--- config.mk ---
export PLATFORM = sky130hd
export DESIGN_NAME = usr_sequencer
export DESIGN_NICKNAME = d
export VERILOG_FILES = /design/src/rtl/usr_pkg.sv /design/src/rtl/usr_sequencer.sv
export SDC_FILE = /design/constraint.sdc
export NUM_CORES = 1
export LEC_CHECK = 0
export CORE_MARGIN = 2
export CORE_UTILIZATION = 44
export DETAILED_ROUTE_END_ITERATION = 8
export HOLD_SLACK_MARGIN = 0.1
export PLACE_DENSITY_LB_ADDON = 0.25
export SETUP_SLACK_MARGIN = 0.1
export SYNTH_ARGS = -nofsm -noshare
export SYNTH_HDL_FRONTEND = slang
export SYNTH_SLANG_ARGS = --single-unit
--- constraint.sdc ---
create_clock -name clk -period 1.7 [get_ports clk]
set_input_delay 0.17 -clock clk [delete_from_list [all_inputs] [get_ports clk]]
set_output_delay 0.17 -clock clk [all_outputs]
set_load 0.02 [all_outputs]
--- src/rtl/usr_pkg.sv ---
// Shared encodings for the universal shift register and its command sequencer.
package usr_pkg;

  // Command opcodes; 101-111 are NOPs.
  localparam logic [2:0] OP_LOAD = 3'b000;
  localparam logic [2:0] OP_SHR  = 3'b001;
  localparam logic [2:0] OP_SHL  = 3'b010;
  localparam logic [2:0] OP_ROR  = 3'b011;
  localparam logic [2:0] OP_ROL  = 3'b100;

  // Shift register mode inputs.
  localparam logic [1:0] MODE_HOLD = 2'b00;
  localparam logic [1:0] MODE_SHR  = 2'b01;
  localparam logic [1:0] MODE_SHL  = 2'b10;
  localparam logic [1:0] MODE_LOAD = 2'b11;

  typedef enum logic [1:0] {
    ST_IDLE = 2'd0,
    ST_RUN  = 2'd1,
    ST_DONE = 2'd2
  } usr_state_e;

  // Shift and rotate ops take a cycle count; LOAD always runs one cycle.
  function automatic logic is_shift_op(input logic [2:0] op);
    return (op == OP_SHR) || (op == OP_SHL) || (op == OP_ROR) || (op == OP_ROL);
  endfunction

endpackage

--- src/rtl/usr_sequencer.sv ---
// Command-driven controller for the 4-bit universal shift register.
//
// state | meaning
// ------+-----------------------------------------------------------------
// IDLE  | cmd_ready high, register held; accepts the next command
// RUN   | one mode cycle per clock, remaining counts down to 1
// DONE  | one-cycle done pulse, result captured from usr_data_out
module usr_sequencer
  import usr_pkg::*;
#(
  parameter int WIDTH = 4,
  parameter int CNT_W = 3
) (
  input  logic             clk,
  input  logic             reset,
  input  logic             cmd_valid,
  output logic             cmd_ready,
  input  logic [2:0]       cmd_op,
  input  logic [CNT_W-1:0] cmd_count,
  input  logic             cmd_fill,
  input  logic [WIDTH-1:0] cmd_data,
  input  logic             abort,
  output logic [1:0]       usr_mode,
  output logic [WIDTH-1:0] usr_data_in,
  input  logic [WIDTH-1:0] usr_data_out,
  output logic             busy,
  output logic             done,
  output logic             aborted,
  output logic [WIDTH-1:0] result
);

  usr_state_e       state_q;
  logic [2:0]       op_q;
  logic [CNT_W-1:0] remaining_q;
  logic             fill_q;
  logic [WIDTH-1:0] data_q;
  logic             abort_flag_q;
  logic [WIDTH-1:0] result_q;

  // Sequencer FSM with command latch, down-counter and result capture.
  always_ff @(posedge clk) begin
    if (reset) begin
      state_q      <= ST_IDLE;
      op_q         <= OP_LOAD;
      remaining_q  <= '0;
      fill_q       <= 1'b0;
      data_q       <= '0;
      abort_flag_q <= 1'b0;
      result_q     <= '0;
    end else begin
      case (state_q)
        ST_IDLE: begin
          if (cmd_valid) begin
            op_q         <= cmd_op;
            fill_q       <= cmd_fill;
            data_q       <= cmd_data;
            abort_flag_q <= 1'b0;
            if (cmd_op == OP_LOAD) begin
              remaining_q <= CNT_W'(1);
              state_q     <= ST_RUN;
            end else if (is_shift_op(cmd_op) && (cmd_count != '0)) begin
              remaining_q <= cmd_count;
              state_q     <= ST_RUN;
            end else begin
              // count of zero and NOPs complete without touching the register
              remaining_q <= '0;
              state_q     <= ST_DONE;
            end
          end
        end
        ST_RUN: begin
          remaining_q <= remaining_q - CNT_W'(1);
          if (abort) begin
            abort_flag_q <= 1'b1;
            state_q      <= ST_DONE;
          end else if (remaining_q == CNT_W'(1)) begin
            state_q <= ST_DONE;
          end
        end
        ST_DONE: begin
          result_q <= usr_data_out;
          state_q  <= ST_IDLE;
        end
        default: state_q <= ST_IDLE;
      endcase
    end
  end

  // Mode and data decode; rotate feedback from usr_data_out is combinational
  // so each RUN cycle sees the value produced by the previous edge.
  always_comb begin
    usr_mode    = MODE_HOLD;
    usr_data_in = '0;
    if (!reset && (state_q == ST_RUN) && !abort) begin
      case (op_q)
        OP_LOAD: begin
          usr_mode    = MODE_LOAD;
          usr_data_in = data_q;
        end
        OP_SHR: begin
          usr_mode       = MODE_SHR;
          usr_data_in[0] = fill_q;
        end
        OP_SHL: begin
          usr_mode       = MODE_SHL;
          usr_data_in[0] = fill_q;
        end
        OP_ROR: begin
          usr_mode       = MODE_SHR;
          usr_data_in[0] = usr_data_out[0];
        end
        OP_ROL: begin
          usr_mode       = MODE_SHL;
          usr_data_in[0] = usr_data_out[WIDTH-1];
        end
        default: begin
          usr_mode    = MODE_HOLD;
          usr_data_in = '0;
        end
      endcase
    end
  end

  assign cmd_ready = (state_q == ST_IDLE) && !reset;
  assign busy      = (state_q == ST_RUN) || (state_q == ST_DONE);
  assign done      = (state_q == ST_DONE);
  assign aborted   = (state_q == ST_DONE) && abort_flag_q;
  assign result    = result_q;

endmodule

==> flow_summary.json, run 1 <==
{
  "hold_class": "in2reg",
  "gp_congestion": 0.8061,
  "cp_slowest_stage_delay_ns": 0.39,
  "status": "finished, violations left",
  "syn-num-nets": 145,
  "cp_max_fo": 3,
  "crit_required_ns": 1.53,
  "drtPass1Iterations": 4,
  "finish.utilization_pct": 77.44,
  "n_antenna_cell": 0,
  "setup_violations": 6,
  "num-nets-final": 192,
  "worstPathArrival_ns": 1.76,
  "violations": "setup timing",
  "crit_family": "simple AND/OR/NAND/NOR gates",
  "cp_cell_sequence": "inv_2 > ha_4 > or3b_4 > nor4_4 > buf_4 > and2_4 > buf_6",
  "synth_area_sq_um": 958.4,
  "portBuffers": 32,
  "grt_pass1_vias": 1012,
  "vias": 1010,
  "ys_seq_elements": 18,
  "worst_path_max_delay_cell": "or3b_4",
  "core-area_sq_um": 2002,
  "grt_pass1_wl_microns": 4146,
  "use_met1_pct": 23.29,
  "drt-initial-drc-count": 20,
  "clk_latency_ns": 0.28,
  "drive_above_1_share_pct": 33.13,
  "cellPowerDensity_nw_per_um2": 746.1,
  "min_period_over_period_pct": 113.3,
  "async_flop_share_pct": 0,
  "pin_count": 33,
  "die_w_microns": 50.67,
  "row_count": 16,
  "drcViolationCount": 0,
  "busiest_layer": "met2",
  "path_class": "reg2out",
  "cts_tree": "done",
  "syn_area_per_cell_sq_um": 7.921,
  "reg2reg_slack_ns": 0.18,
  "cap_violations": 0,
  "ys_warn_count": 0,
  "use_met3_pct": 2.083,
  "hold_viol": 0,
  "finalCriticalPeriod_ns": 1.926,
  "synth-edff-count": 0,
  "wl_per_cell_microns": 13.75,
  "antenna_found_initial": 0,
  "ctsHoldBuffers": 0,
  "fmax_mhz": 519.2,
  "fin_setup_tns_ns": -1.064,
  "grt_max_degree": 20,
  "h-tree-depth": 1,
  "tightestPinTransition_ns": 0.2845,
  "synthFlopType": "dfxtp_1",
  "drtAntennaViolNets": 0,
  "critPathLaunchType": "flop",
  "cts_buffers": 3,
  "slew_violations": 0,
  "leakage_uw": 0.0006313,
  "ys_types": 29,
  "cp_num_buf_inv": 3,
  "cts-root-buf": "clkbuf_4",
  "synth_seq_area_share_pct": 37.60,
  "clkTransAtPathRegs_ns": 0.10,
  "met2_usage_pct": 41.23,
  "layout-area-overhead-vs-synth_pct": 61.75,
  "layout_setup_ws_ns": -0.2262,
  "dieArea_sq_um": 2567,
  "cts_max_path_buffers": 2,
  "vdd_drop_max_uv": 711.8,
  "grt_overflow": 0,
  "rsz0062_at_grt": "true",
  "die_y_microns": 50.67,
  "track_usage_pct": 20.98,
  "end_kind": "primary output",
  "skew_ns": 0.002963,
  "initial_utilization_pct": 47.87,
  "viasPerCell": 5.233,
  "fillCellCount": 150,
  "drt_wl_total_microns": 2653,
  "slew_headroom_pct": 81.03,
  "netlist_instances": 121,
  "dp_hpwl_microns": 1719,
  "cts_sinks": 18
}
cells in the final DEF, fill, tap and decap left out, drive strengths merged, types with 2 or more instances in the layout:
master          n
mux2i           4
nand3           2
ha              5
nand2          18
dfxtp          18
buf            25
a21oi          11
and2            5
clkbuf          3
a211oi          2
and3            2
nor2b           6
clkdlybuf4s50  22
nor2            9
nor3            6
a221oi          3
nor4            2
o21ai           4
o21a            2
nor3b           2
inv             6
maj3            2
path summary, 6_finish.rpt:
kind                            from                 endpoint  cells past startpoint
max          state_q[1]$_SDFFE_PP0P_           usr_data_in[1]                      7
min                      cmd_data[3]   data_q[3]$_SDFFE_PP0P_                      3
max reg2reg  state_q[1]$_SDFFE_PP0P_  state_q[0]$_SDFFE_PP0P_                      7
min reg2reg   data_q[3]$_SDFFE_PP0P_   data_q[3]$_SDFFE_PP0P_                      2
worst min-delay path, delay by kind of cell:
family	cells	cell delay, ns
AND/OR/NAND/NOR	1	0.05
AO/OA/AOI/OAI	1	0.05
buffers and inverters	1	0.39
flip-flops by register name, summed over array words and instances (netlist names):
register / count
data_q: 4
fill_q: 1
abort_flag_q: 1
result: 4
remaining_q: 3
op_q: 3
state_q: 2
cells by family after synthesis:
group / synth area share, %
AND/OR/NAND/NOR: 29.50
AO/OA/AOI/OAI: 14.36
flip-flops: 37.60
buffers and inverters: 4.699
adder cells (fa/ha/maj): 8.747
multiplexers: 4.178
XOR/XNOR: 0.9140
Yosys cell counts, drive strengths merged, types with 2 or more instances:
master	count	share of area [%]
dfxtp	18	38
nand2	18	7.0
a21oi	11	5.7
nor2	9	3.5
clkbuf	6	2.3
inv	6	2.3
nor2b	6	3.9
nor3	6	3.1
and2	5	3.3
ha	5	6.5
mux2i	4	4.2
o21ai	4	2.1
a221oi	3	2.7
a211oi	2	1.6
and3	2	1.3
maj3	2	2.2
nand3	2	1.0
nor3b	2	2.1
nor4	2	1.3
o21a	2	1.6
repair_timing:
item,4_1_cts,5_1_grt
endpoints found under the setup margin,12,23
gates resized for setup,63,16
pin swaps,3,10
buffers inserted,3,1
endpoints found under the hold margin,0,0
report_power, final:
group          switching (uW)  internal (uW)
sequential               33.4            465
clock                     123           82.0
combinational             225            228
total                     381            775
routing by layer:
metal  vias to the layer above  share of wire (%)
met5                         -                  0
met4                         0                1.5
met3                         4                3.3
met2                        27                 50
met1                       477                 45
li1                        502                  -
per-stage QoR:
stage	area, sq um	std cells	total power [uW]	hold slack, ns	worst slack [ns]
final	1550	193	1157	0.4221	-0.2262
after CTS	1499	194	1119	0.4158	-0.3370
after global placement	1400	188	870.8	0.4385	-0.5534
after detailed placement	1400	188	883.0	0.4458	-0.5286
after floorplan	963.4	121	716.0	0.3060	0.09679
after global routing	1550	193	1218	0.4365	-0.2897
final cells by class:
type	count	area, sq um	share of cell area (%)
timing repair buffer	48	427.9	27.60
clock buffer	3	22.52	1.453
tap	27	33.78	2.179
sequential	18	365.4	23.57
multi-input combinational	91	678.2	43.74
inverter	6	22.52	1.453
Note: power is estimated with default switching activity, not from simulation.
==> run 2: changes to the inputs <==
--- a/config.mk
+++ b/config.mk
@@ -5,8 +5,11 @@
 export SDC_FILE = /design/constraint.sdc
 export NUM_CORES = 1
 export LEC_CHECK = 0
+export CELL_PAD_IN_SITES_DETAIL_PLACEMENT = 1
+export CELL_PAD_IN_SITES_GLOBAL_PLACEMENT = 2
 export CORE_MARGIN = 2
-export CORE_UTILIZATION = 44
+export CORE_UTILIZATION = 25
+export CTS_BUF_LIST = sky130_fd_sc_hd__clkbuf_8
 export DETAILED_ROUTE_END_ITERATION = 8
 export HOLD_SLACK_MARGIN = 0.1
 export PLACE_DENSITY_LB_ADDON = 0.25
==> run 2 against run 1 <==
The flow still finishes with violations (setup timing). Combinational power decreased by 2%. Via count decreased by 1.2%. Global-route usage decreased by 6.5 points. Sequential power about the same. Register-to-register slack improved by 0.02 ns. Clock power increased by 72%. Count of clock-buffer cells in the layout increased by 1. Sequential share of layout area decreased by 0.65 points. Critical path type unchanged. Highest routed layer unchanged.
==> flow_summary.json, run 2 (synthesis results as in run 1) <==
{
  "seq_area_sq_um": 365.4,
  "rr_startpoint": "state_q[0]$_SDFFE_PP0P_",
  "critPathLaunchType": "flop",
  "clkPwrFrac_pct": 27.2,
  "crit_required_ns": 1.53,
  "cts_sinks": 18,
  "drtAntennaViolNets": 0,
  "grt_overflow": 0,
  "cp_cell_sequence": "inv_2 > ha_4 > or3b_4 > buf_4 > a211oi_2 > buf_4",
  "min_period_over_period_pct": 109.3,
  "grt_pass1_wl_microns": 4823,
  "rsz0062_at_grt": "true",
  "finalCriticalPeriod_ns": 1.858,
  "cts_max_path_buffers": 2,
  "p_int_uw": 896.7,
  "row_count": 22,
  "layout-area-overhead-vs-synth_pct": 66.32,
  "num-nets-final": 192,
  "path_class": "reg2out",
  "fmax_mhz": 538.2,
  "crit_family": "buffers and inverters",
  "track_usage_pct": 14.52,
  "h-tree-depth": 1,
  "reg2reg_slack_ns": 0.20,
  "p_sw_uw": 395.7,
  "fillCellCount": 446,
  "grt_pass1_vias": 1055,
  "die_w_microns": 65.92,
  "cp_max_fo": 3,
  "preCtsSetupSlack_ns": -0.6008,
  "antenna_found_initial": 0,
  "end_kind": "primary output",
  "hold_class": "reg2reg",
  "vdd_drop_max_uv": 285.3,
  "seqPwrFrac_pct": 38.5,
  "status": "finished, violations left",
  "pin_count": 33,
  "drt_wl_total_microns": 2922,
  "drt-initial-drc-count": 13,
  "cts_buffers": 3,
  "leakage_uw": 0.0006399,
  "dieArea_sq_um": 4345,
  "combPwrFrac_pct": 34.3,
  "worstPathArrival_ns": 1.69,
  "vias": 998,
  "portBuffers": 32,
  "fin_setup_tns_ns": -0.7693,
  "viasPerCell": 4.642,
  "use_met1_pct": 16.43,
  "grt_max_degree": 20,
  "layout_setup_ws_ns": -0.1581,
  "tightestPinTransition_ns": 0.2839,
  "worst_path_max_delay_cell": "or3b_4",
  "initial_utilization_pct": 26.18,
  "final_common_cell": "clkdlybuf4s50_1",
  "met2_usage_pct": 26.26,
  "power.total_uw": 1292,
  "reg2reg_depth": 7,
  "drive_above_1_share_pct": 30.54,
  "layout_common_cells": "clkdlybuf4s50_1 (22), nand2_1 (17), buf_4 (17)",
  "cp_num_buf_inv": 3,
  "clkTransAtPathRegs_ns": 0.07,
  "swShare_pct": 30.62,
  "die_y_microns": 65.92,
  "crit_path_frequent_cell": "buf_4",
  "cts_tree": "done",
  "drcViolationCount": 0,
  "slew_headroom_pct": 81.08,
  "violations": "setup timing",
  "busiest_layer": "met2",
  "drtPass1Iterations": 4,
  "n_antenna_cell": 0,
  "setup_violations": 6,
  "clk_latency_ns": 0.25,
  "min_to": "data_q[3]$_SDFFE_PP0P_",
  "gp_congestion": 0.7341,
  "skew_ns": 0.001990,
  "dp_hpwl_microns": 2234,
  "r2r_end": "state_q[0]$_SDFFE_PP0P_",
  "cp_slowest_stage_delay_ns": 0.39,
  "hold_viol": 0,
  "multiInputGateArea_sq_um": 646.9,
  "ctsHoldBuffers": 0,
  "slew_violations": 0,
  "hold_depth": 2,
  "cap_violations": 0,
  "wl_per_cell_microns": 13.59,
  "cts-root-buf": "clkbuf_8",
  "cellPowerDensity_nw_per_um2": 810.8,
  "hold_start": "data_q[3]$_SDFFE_PP0P_",
  "core-area_sq_um": 3661,
  "use_met3_pct": 2.726
}
==> run 2: routing by layer <==
layer  vias up  share of wire [%]  routed length (microns)
met3         2                3.6                      104
met4         0                1.2                       34
li1        506                  -                        -
met2        20                 50                     1448
met1       470                 46                     1334
met5         -                  0                        0
==> run 2: worst max-delay path by stage <==
stage | end | slack (ns) | depth (start not counted) | startpoint
4_1_cts | usr_data_in[1] | -0.19 | 7 | state_q[1]$_SDFFE_PP0P_
3_3_place_gp | usr_data_in[1] | -0.59 | 6 | abort
6_report | usr_mode[1] | -0.16 | 6 | state_q[1]$_SDFFE_PP0P_
2_1_floorplan | usr_mode[0] | 0.1 | 4 | state_q[1]$_SDFFE_PP0P_
5_1_grt | usr_data_in[3] | -0.25 | 7 | state_q[1]$_SDFFE_PP0P_
3_5_place_dp | usr_data_in[1] | -0.60 | 6 | abort
==> run 2: final cells by class <==
cell class                 instances  share of cell area [%]
inverter                           6                   1.413
clock buffer                       4                   3.454
timing repair buffer              48                   27.86
tap                               48                   3.768
sequential                        18                   22.92
multi-input combinational         91                   40.58
==> run 2: power by group through the flow <==
stage / Clock, uW / Combinational, uW / Sequential [uW]
after global placement: 0 / 394 / 496
final: 352 / 443 / 498
after floorplan: 0 / 211 / 505
after global routing: 387 / 487 / 502
after detailed placement: 0 / 410 / 499
after CTS: 362 / 427 / 496
==> run 2: per-stage QoR <==
step	hold WS (ns)	cells	util (%)	cell area, sq um
after floorplan	0.3060	121	-	963.4
after global placement	0.4404	211	39.37	1441
after detailed placement	0.4559	211	39.37	1441
after CTS	0.4692	215	42.82	1568
after global routing	0.4819	215	43.54	1594
final	0.4681	215	43.54	1594
==> run 2: worst min-delay path, cell delays in order, from the launching register on <==
cell	delay [ns]
dfxtp_1	0.32
nand2_1	0.05
a21oi_1	0.05
==> run 2: repair_timing <==
action                     CTS  global route
buffers inserted             0             1
setup endpoints to repair   11            19
pin swaps                    0             4
gates resized for setup     62             7
==> run 3: changes to the inputs <==
--- a/config.mk
+++ b/config.mk
@@ -11,7 +11,7 @@
 export CORE_UTILIZATION = 25
 export CTS_BUF_LIST = sky130_fd_sc_hd__clkbuf_8
 export DETAILED_ROUTE_END_ITERATION = 8
-export HOLD_SLACK_MARGIN = 0.1
+export HOLD_SLACK_MARGIN = 0.06
 export PLACE_DENSITY_LB_ADDON = 0.25
 export SETUP_SLACK_MARGIN = 0.1
 export SYNTH_ARGS = -nofsm -noshare
==> results of run 3 <==
Final layout, timing and power as in run 2 (identical DEF).
